==> src/rtl/float_pkg.sv <==
// Shared types and constants for the float-to-posit conversion path.
// Posit constants are returned 64 bits wide; callers size-cast them to N bits.
package float_pkg;

  typedef enum logic [1:0] {ZERO, NAR, TINY, NORM} fclass_t;

  function automatic int exp_bias(input int exp_size);
    return (1 << (exp_size - 1)) - 1;
  endfunction

  function automatic logic [63:0] posit_maxpos(input int n);
    return (64'd1 << (n - 1)) - 64'd1;
  endfunction

  function automatic logic [63:0] posit_minpos(input int n);
    return (n > 1) ? 64'd1 : 64'd0;
  endfunction

  function automatic logic [63:0] posit_nar(input int n);
    return 64'd1 << (n - 1);
  endfunction

endpackage

==> src/rtl/posit_assembler.sv <==
// Builds the unsigned posit body (regime, exponent, fraction) and rounds it to
// nearest-even, saturating to maxpos/minpos instead of overflowing or underflowing.
module posit_assembler
  import float_pkg::*;
#(
  parameter int N         = 16,
  parameter int ES        = 1,
  parameter int MANT_SIZE = 52,
  parameter int KW        = 12
) (
  input  logic signed [KW-1:0]        k_i,
  input  logic        [ES-1:0]        ef_i,
  input  logic        [MANT_SIZE-1:0] frac_i,
  input  logic                        sat_max_i,
  input  logic                        sat_min_i,
  output logic        [N-2:0]         body_o
);

  // Longest regime is N bits (k = N-2), so the stream never drops tail bits.
  localparam int W = N + ES + MANT_SIZE;
  localparam logic [N-1:0] MAXPOS = N'(posit_maxpos(N));
  localparam logic [N-1:0] MINPOS = N'(posit_minpos(N));

  logic [KW-1:0]  kmag;
  logic [KW-1:0]  rlen;
  logic [W-1:0]   regime;
  logic [W-1:0]   tail;
  logic [W-1:0]   stream;
  logic [N-2:0]   trunc;
  logic           guard;
  logic           sticky;
  logic           round_up;
  logic [N-1:0]   rnd;

  always_comb begin
    kmag = k_i[KW-1] ? $unsigned(-k_i) : $unsigned(k_i);
    if (!k_i[KW-1]) begin
      regime = ~({W{1'b1}} >> (kmag + KW'(1)));
      rlen   = kmag + KW'(2);
    end else begin
      regime = {1'b1, {(W-1){1'b0}}} >> kmag;
      rlen   = kmag + KW'(1);
    end
    tail     = {ef_i, frac_i, {N{1'b0}}} >> rlen;
    stream   = regime | tail;
    trunc    = stream[W-1 -: N-1];
    guard    = stream[W-N];
    sticky   = |stream[W-N-1:0];
    round_up = guard & (sticky | trunc[0]);
    rnd      = {1'b0, trunc} + N'(round_up);

    if (sat_max_i || rnd[N-1]) begin
      body_o = MAXPOS[N-2:0];
    end else if (sat_min_i) begin
      body_o = MINPOS[N-2:0];
    end else begin
      body_o = rnd[N-2:0];
    end
  end

endmodule

==> src/rtl/float_to_posit_pipe.sv <==
// Three-stage float-field to posit converter with valid/ready on both sides.
// A single enable freezes every stage, bubbles included, whenever the output stalls.
module float_to_posit_pipe
  import float_pkg::*;
#(
  parameter int N         = 16,
  parameter int ES        = 1,
  parameter int FSIZE     = 64,
  parameter int EXP_SIZE  = 11,
  parameter int MANT_SIZE = 52
) (
  input  logic                 clk,
  input  logic                 rst,
  input  logic                 in_valid,
  output logic                 in_ready,
  input  logic                 sign_i,
  input  logic [EXP_SIZE-1:0]  exp_i,
  input  logic [MANT_SIZE-1:0] frac_i,
  output logic                 out_valid,
  input  logic                 out_ready,
  output logic [N-1:0]         posit_o
);

  localparam int KW = EXP_SIZE + 1;
  localparam logic signed [KW-1:0] BIAS_K = KW'(exp_bias(EXP_SIZE));
  localparam logic signed [KW-1:0] K_LIM  = KW'(N - 2);
  localparam logic [N-1:0]         NAR_P  = N'(posit_nar(N));

  if (FSIZE != 1 + EXP_SIZE + MANT_SIZE) begin : g_bad_fsize
    $error("FSIZE does not match sign + exponent + fraction widths");
  end

  logic en;

  logic                  v1_q, sign1_q;
  fclass_t               cls1_q, cls1_d;
  logic [EXP_SIZE-1:0]   exp1_q;
  logic [MANT_SIZE-1:0]  frac1_q;

  logic                  v2_q, sign2_q, smax2_q, smin2_q;
  fclass_t               cls2_q;
  logic signed [KW-1:0]  k2_q;
  logic [ES-1:0]         ef2_q;
  logic [MANT_SIZE-1:0]  frac2_q;

  logic signed [KW-1:0]  e_s, k_s;
  logic                  smax_d, smin_d;

  logic                  out_valid_q;
  logic [N-1:0]          posit_q, posit_d;
  logic [N-2:0]          body;
  logic [N-1:0]          mag;

  assign en        = !out_valid_q || out_ready;
  assign in_ready  = en;
  assign out_valid = out_valid_q;
  assign posit_o   = posit_q;

  always_comb begin
    if (&exp_i)          cls1_d = NAR;
    else if (exp_i != '0) cls1_d = NORM;
    else if (frac_i != '0) cls1_d = TINY;
    else                 cls1_d = ZERO;
  end

  always_ff @(posedge clk or posedge rst) begin
    if (rst) begin
      v1_q    <= 1'b0;
      sign1_q <= 1'b0;
      cls1_q  <= ZERO;
      exp1_q  <= '0;
      frac1_q <= '0;
    end else if (en) begin
      v1_q    <= in_valid;
      sign1_q <= sign_i;
      cls1_q  <= cls1_d;
      exp1_q  <= exp_i;
      frac1_q <= frac_i;
    end
  end

  always_comb begin
    e_s    = $signed({1'b0, exp1_q}) - BIAS_K;
    k_s    = e_s >>> ES;
    smax_d = k_s > K_LIM;
    smin_d = (k_s < -K_LIM) || (cls1_q == TINY);
  end

  always_ff @(posedge clk or posedge rst) begin
    if (rst) begin
      v2_q    <= 1'b0;
      sign2_q <= 1'b0;
      cls2_q  <= ZERO;
      k2_q    <= '0;
      ef2_q   <= '0;
      frac2_q <= '0;
      smax2_q <= 1'b0;
      smin2_q <= 1'b0;
    end else if (en) begin
      v2_q    <= v1_q;
      sign2_q <= sign1_q;
      cls2_q  <= cls1_q;
      k2_q    <= k_s;
      ef2_q   <= e_s[ES-1:0];
      frac2_q <= frac1_q;
      smax2_q <= smax_d;
      smin2_q <= smin_d;
    end
  end

  posit_assembler #(
    .N(N), .ES(ES), .MANT_SIZE(MANT_SIZE), .KW(KW)
  ) u_asm (
    .k_i       (k2_q),
    .ef_i      (ef2_q),
    .frac_i    (frac2_q),
    .sat_max_i (smax2_q),
    .sat_min_i (smin2_q),
    .body_o    (body)
  );

  // Zero and NaR carry no sign; everything else is negated in two's complement.
  always_comb begin
    mag = {1'b0, body};
    case (cls2_q)
      ZERO:    posit_d = '0;
      NAR:     posit_d = NAR_P;
      default: posit_d = sign2_q ? (~mag + N'(1)) : mag;
    endcase
  end

  always_ff @(posedge clk or posedge rst) begin
    if (rst) begin
      out_valid_q <= 1'b0;
      posit_q     <= '0;
    end else if (en) begin
      out_valid_q <= v2_q;
      posit_q     <= posit_d;
    end
  end

endmodule

==> config.mk <==
export PLATFORM = sky130hd
export DESIGN_NAME = float_to_posit_pipe
export DESIGN_NICKNAME = d
export VERILOG_FILES = /design/src/rtl/float_pkg.sv /design/src/rtl/posit_assembler.sv /design/src/rtl/float_to_posit_pipe.sv
export SDC_FILE = /design/constraint.sdc
export NUM_CORES = 1
export LEC_CHECK = 0
export CORE_UTILIZATION = 45
export CTS_CLUSTER_DIAMETER = 30
export DETAILED_ROUTE_END_ITERATION = 8
export PLACE_DENSITY = 0.65
export SLEW_MARGIN = 20
export SYNTH_ARGS = -nofsm -noshare
export SYNTH_HDL_FRONTEND = slang
export SYNTH_SLANG_ARGS = --single-unit
==> constraint.sdc <==
create_clock -name clk -period 18.7 [get_ports clk]
set_input_delay 5.61 -clock clk [delete_from_list [all_inputs] [get_ports clk]]
set_output_delay 5.61 -clock clk [all_outputs]
set_load 0.05 [all_outputs]
[Word level (Yosys, flattened, before mapping)]
Index checks and enable logic that the tools add are counted.
Widths: inputs -> output; s select.
Storage, ports and cells
  logic and storage cells: 52
  output and inout bits: 18
  register bits: 154
Cells by class
  magnitude comparators: 2
  muxes and demuxes: 10
  add/subtract/negate cells: 6
  shift operators: 3
  reductions and logical operators: 9
  eq/ne operators: 2
  bitwise logic cells: 5
Operators with widths (count)
  $shr 69x12->69 const A: 2
  $mux 69: 1
  $not 69->69: 1
  $or 69x69->69: 1
  $shr 69x12->69: 1
  $reduce_or 53->1: 1
  $reduce_bool 52->1: 1
  $pmux 16 s2: 1
  $mux 15: 2
  $mux 12: 2
  $add 15x1->16: 1
  $add 16x1->16 const B: 1
  $mux 16: 1
  $not 15->16: 1
  $add 12x1->12 const B: 1
  $add 12x2->12 const B: 1
  $neg 11->12: 1
  $sub 11x10->12 const B: 1
  $gt 11x5->1 const B: 1
  $lt 11x5->1 const B: 1
  $reduce_and 11->1: 1
  $reduce_bool 11->1: 1
  $mux 2: 3
  $logic_or 1x1->1: 3
  other kinds (6): 6

[Logic depth before layout (Yosys ltp)]
  depth after elaboration: 17
  depth in mapped cells: 31
  mapped depth without buffers: 24

[Hierarchy]
Synthesis repeated with hierarchy kept, for this count alone.
Second synthesis, totals
  cell total of the unflattened synthesis: 1622
  area total of the unflattened synthesis: 12243.0 µm²
Modules (own cells, without submodules)
  float_to_posit_pipe: cells each 760, area an instance 6570.1 µm², instances 1
  posit_assembler: cells each 862, area an instance 5672.9 µm², instances 1

[Worst setup path after synthesis]
OpenSTA, ideal clock, no wires.
  path type: input to output
  start: in out_ready
  end: out in_ready
  slack: 6.528 ns
  arrival time: 6.562 ns
  required time: 13.090 ns
  stages on the path: 4
  cell sequence: nor2b_1 -> clkbuf_1 -> inv_2 -> clkbuf_1
Between the ends
  longest elaborated chain between the ends: 1
Ends and longest elaborated chain
  start, declared: line float_to_posit_pipe.sv:20  | input logic out_ready,
  $logic_or 1x1->1: line float_to_posit_pipe.sv:54  | assign en = !out_valid_q || out_ready;
  end, declared: line float_to_posit_pipe.sv:15  | output logic in_ready,
Every way passes these cells.

[Worst setup path after layout]
Ends and elaborated chain as after synthesis.

==> run metrics <==
Worst-Margin Slew between 1000 and 1500 ps; Final nets approximately 1800; crit path DAT 7770 ps; CTS tree built; fin crit share ~72%; DR WL/cell a little under 20 um; # IOs between 80 and 90; CTS root buffer clkbuf_16; origin of the worst setup path out_ready; Worst R2R End posit_o[4]; Setup Buffers After CTS 0; reg-to-reg startpoint k2_q[0]; WL final around 42000 um; Max Cap Violations 0; H-tree levels 4; Clk Latency, worst-skew pair 450 ps; Antenna Cells 0; vias per cell 6.33; initial antenna violation count 0; Critical Path Source Type primary input; total negative slack 0 ps; final setup violation count 0; outcome finished clean; Die Footprint between 0.02 and 0.03 mm^2; CTS buffer count 17; worst setup path endpoint in_ready; Critical Path End Type output pin; fraction of layout instances using a drive strength above 1 8.08%; Final Max Tran Viols 0; gr ovfl total 0; Warnings, synthesis 0; Area Overhead vs Synth 12.2%; Hold Buf Count CTS 0; Setup CP Type in2out; Worst slew margin between 30% and 40%; ANT nets after route 0; Post-synth EDFFs 0; Hold Violations, Final 0; Avg Inst Size Synth around 7.5 um^2; clk sinks 154; Rows just over 60; drt pass-1 iters 5; CORE AREA between 0.02 and 0.03 mm^2; via count around 13000; vias in the first global route between 10000 and 15000; Mapped Area between 0.01 and 0.015 mm^2; RSZ-0062 raised after global routing false; CP Data Required Time 13090 ps; # resized after CTS 0; DRC Markers 0; starting density of the core between 40% and 50%; fin crit period about 13000 ps; Async S/R FF share, synth 100%; Die Y about 170 um; syn_nets approximately 1800; PortBufs 85; FF-to-FF setup slack slightly above 10000 ps; register area share after synthesis between 20% and 30%; Total GRT Usage roughly 29%; clk_skew roughly 23 ps; CP max FO 55; Mapped Cells between 1500 and 2000; fmax around 75 MHz; Die X roughly 170 um; Longest Clk Path Bufs 2; Hold Path Class reg2reg; Iter 0 DRT Violations 1171; post-synthesis register bit count roughly 150; R2R depth 24; first-pass GRT wire length 67600 um; post-detail-place hpwl about 30000 um; Top FF cell, synth dfrtp_1; largest net degree at the start of global routing 99; Netlist cell types 97; Clk pin slew, worst setup/hold paths ~60 ps; GP Congestion 0.941
-- worst min path at each step --
stage                 from     endpoint  slack, ps  cells after the start
2_1_floorplan  frac2_q[11]  frac2_q[11]        430                      2
3_3_place_gp          v2_q    out_valid        440                      1
3_5_place_dp          v2_q         v2_q        450                      2
4_1_cts               v2_q    out_valid        460                      1
5_1_grt               v2_q    out_valid        480                      1
6_report              v2_q         v2_q        460                      2
-- stage by stage --
stage	hold slack, ps	utilization [%]	worst slack, ps	cells	instance area (um^2)
after floorplan	430	-	6530	1738	13000
after global placement	444	49.6	5310	2079	13900
after detailed placement	451	49.6	5290	2079	13900
after CTS	461	51.9	5280	2111	14600
after global routing	477	51.9	5210	2111	14600
final	462	51.9	5320	2111	14600
-- layout by cell type (no fill, tap or decap), drive strengths merged, types with 9 or more instances in the layout --
cell type / n
o22ai: 14
and2: 9
clkbuf: 18
a211oi: 17
inv: 32
o211ai: 22
a21oi: 81
nand3: 47
clkdlybuf4s50: 85
o31ai: 19
mux4: 13
nand4: 20
a31oi: 25
mux2: 25
nand2: 468
nor2b: 12
nor4: 29
nor2: 96
dfrtp: 154
xnor2: 30
or2: 9
nor3: 58
o41ai: 12
and3: 17
a221oi: 16
or3: 12
xor2: 15
mux2i: 43
buf: 22
o21ai: 96
nand2b: 24
o21a: 9
-- sequential cells by signal, indices dropped and copies added, names as in the netlist --
name and flops:
ef2_q 1, v1_q 1, sign1_q 1, cls1_q 2, v2_q 1, smin2_q 1
exp1_q 11, sign2_q 1, out_valid 1, cls2_q 2, frac1_q 52, k2_q 11
frac2_q 52, smax2_q 1, posit_o 16
-- cells by family (layout without fill, tap and decap cells) --
logic type | Yosys count | in the layout | share of synthesized area (%)
mux | 81 | 81 | 7.76
simple gates | 834 | 834 | 29.1
xor+xnor | 47 | 47 | 3.46
buf+inv | 172 | 167 | 5.42
fa+ha+maj | 6 | 6 | 0.578
compound gates | 444 | 444 | 24.0
flops | 154 | 154 | 29.6
-- per-layer routing --
layer | vias up | routed length, um | GRT usage [%]
met5 | - | 0 | 0
met4 | 0 | 855 | 9.12
met3 | 70 | 3540 | 4.97
met2 | 622 | 18000 | 42.6
met1 | 6390 | 19400 | 43.4
li1 | 6279 | - | -
-- cell type report --
| type | instances | area [um^2] |
|---|---|---|
| fillers | 2814 | 13500 |
| clock inverters | 14 | 195 |
| clock buffers | 18 | 439 |
| multi-input cells | 1412 | 8500 |
| flip-flops and latches | 154 | 3860 |
| inverters | 28 | 113 |
| repair buffers | 107 | 1020 |
| well taps | 378 | 473 |
-- cell usage after synthesis (all sizes together) (9+ instances only) --
master	count	share of area [%]
a211oi	17	1.0
a21oi	81	3.1
a221oi	16	1.1
a31oi	25	1.2
and2	9	0.43
and3	17	0.82
buf	45	1.7
clkbuf	99	2.9
dfrtp	154	30
inv	24	0.69
mux2	25	2.2
mux2i	43	3.3
mux4	13	2.3
nand2	468	14
nand2b	24	1.2
nand3	47	1.8
nand4	20	1.0
nor2	96	2.8
nor2b	12	0.58
nor3	58	2.2
nor4	29	1.5
o211ai	22	1.3
o21a	9	0.52
o21ai	96	3.7
o22ai	14	0.67
o31ai	19	1.1
o41ai	12	0.95
or2	9	0.43
or3	12	0.58
xnor2	30	2.1
xor2	15	1.0
-- worst max-delay path, cell delays in order --
cell and delay [ps]:
clkdlybuf4s50_1 500, nor2b_4 40, buf_4 280, inv_4 420
clkdlybuf4s50_1 900
Power is not shown: default switching activity piles up to over one toggle a cycle in this logic, so the estimate is an artifact.
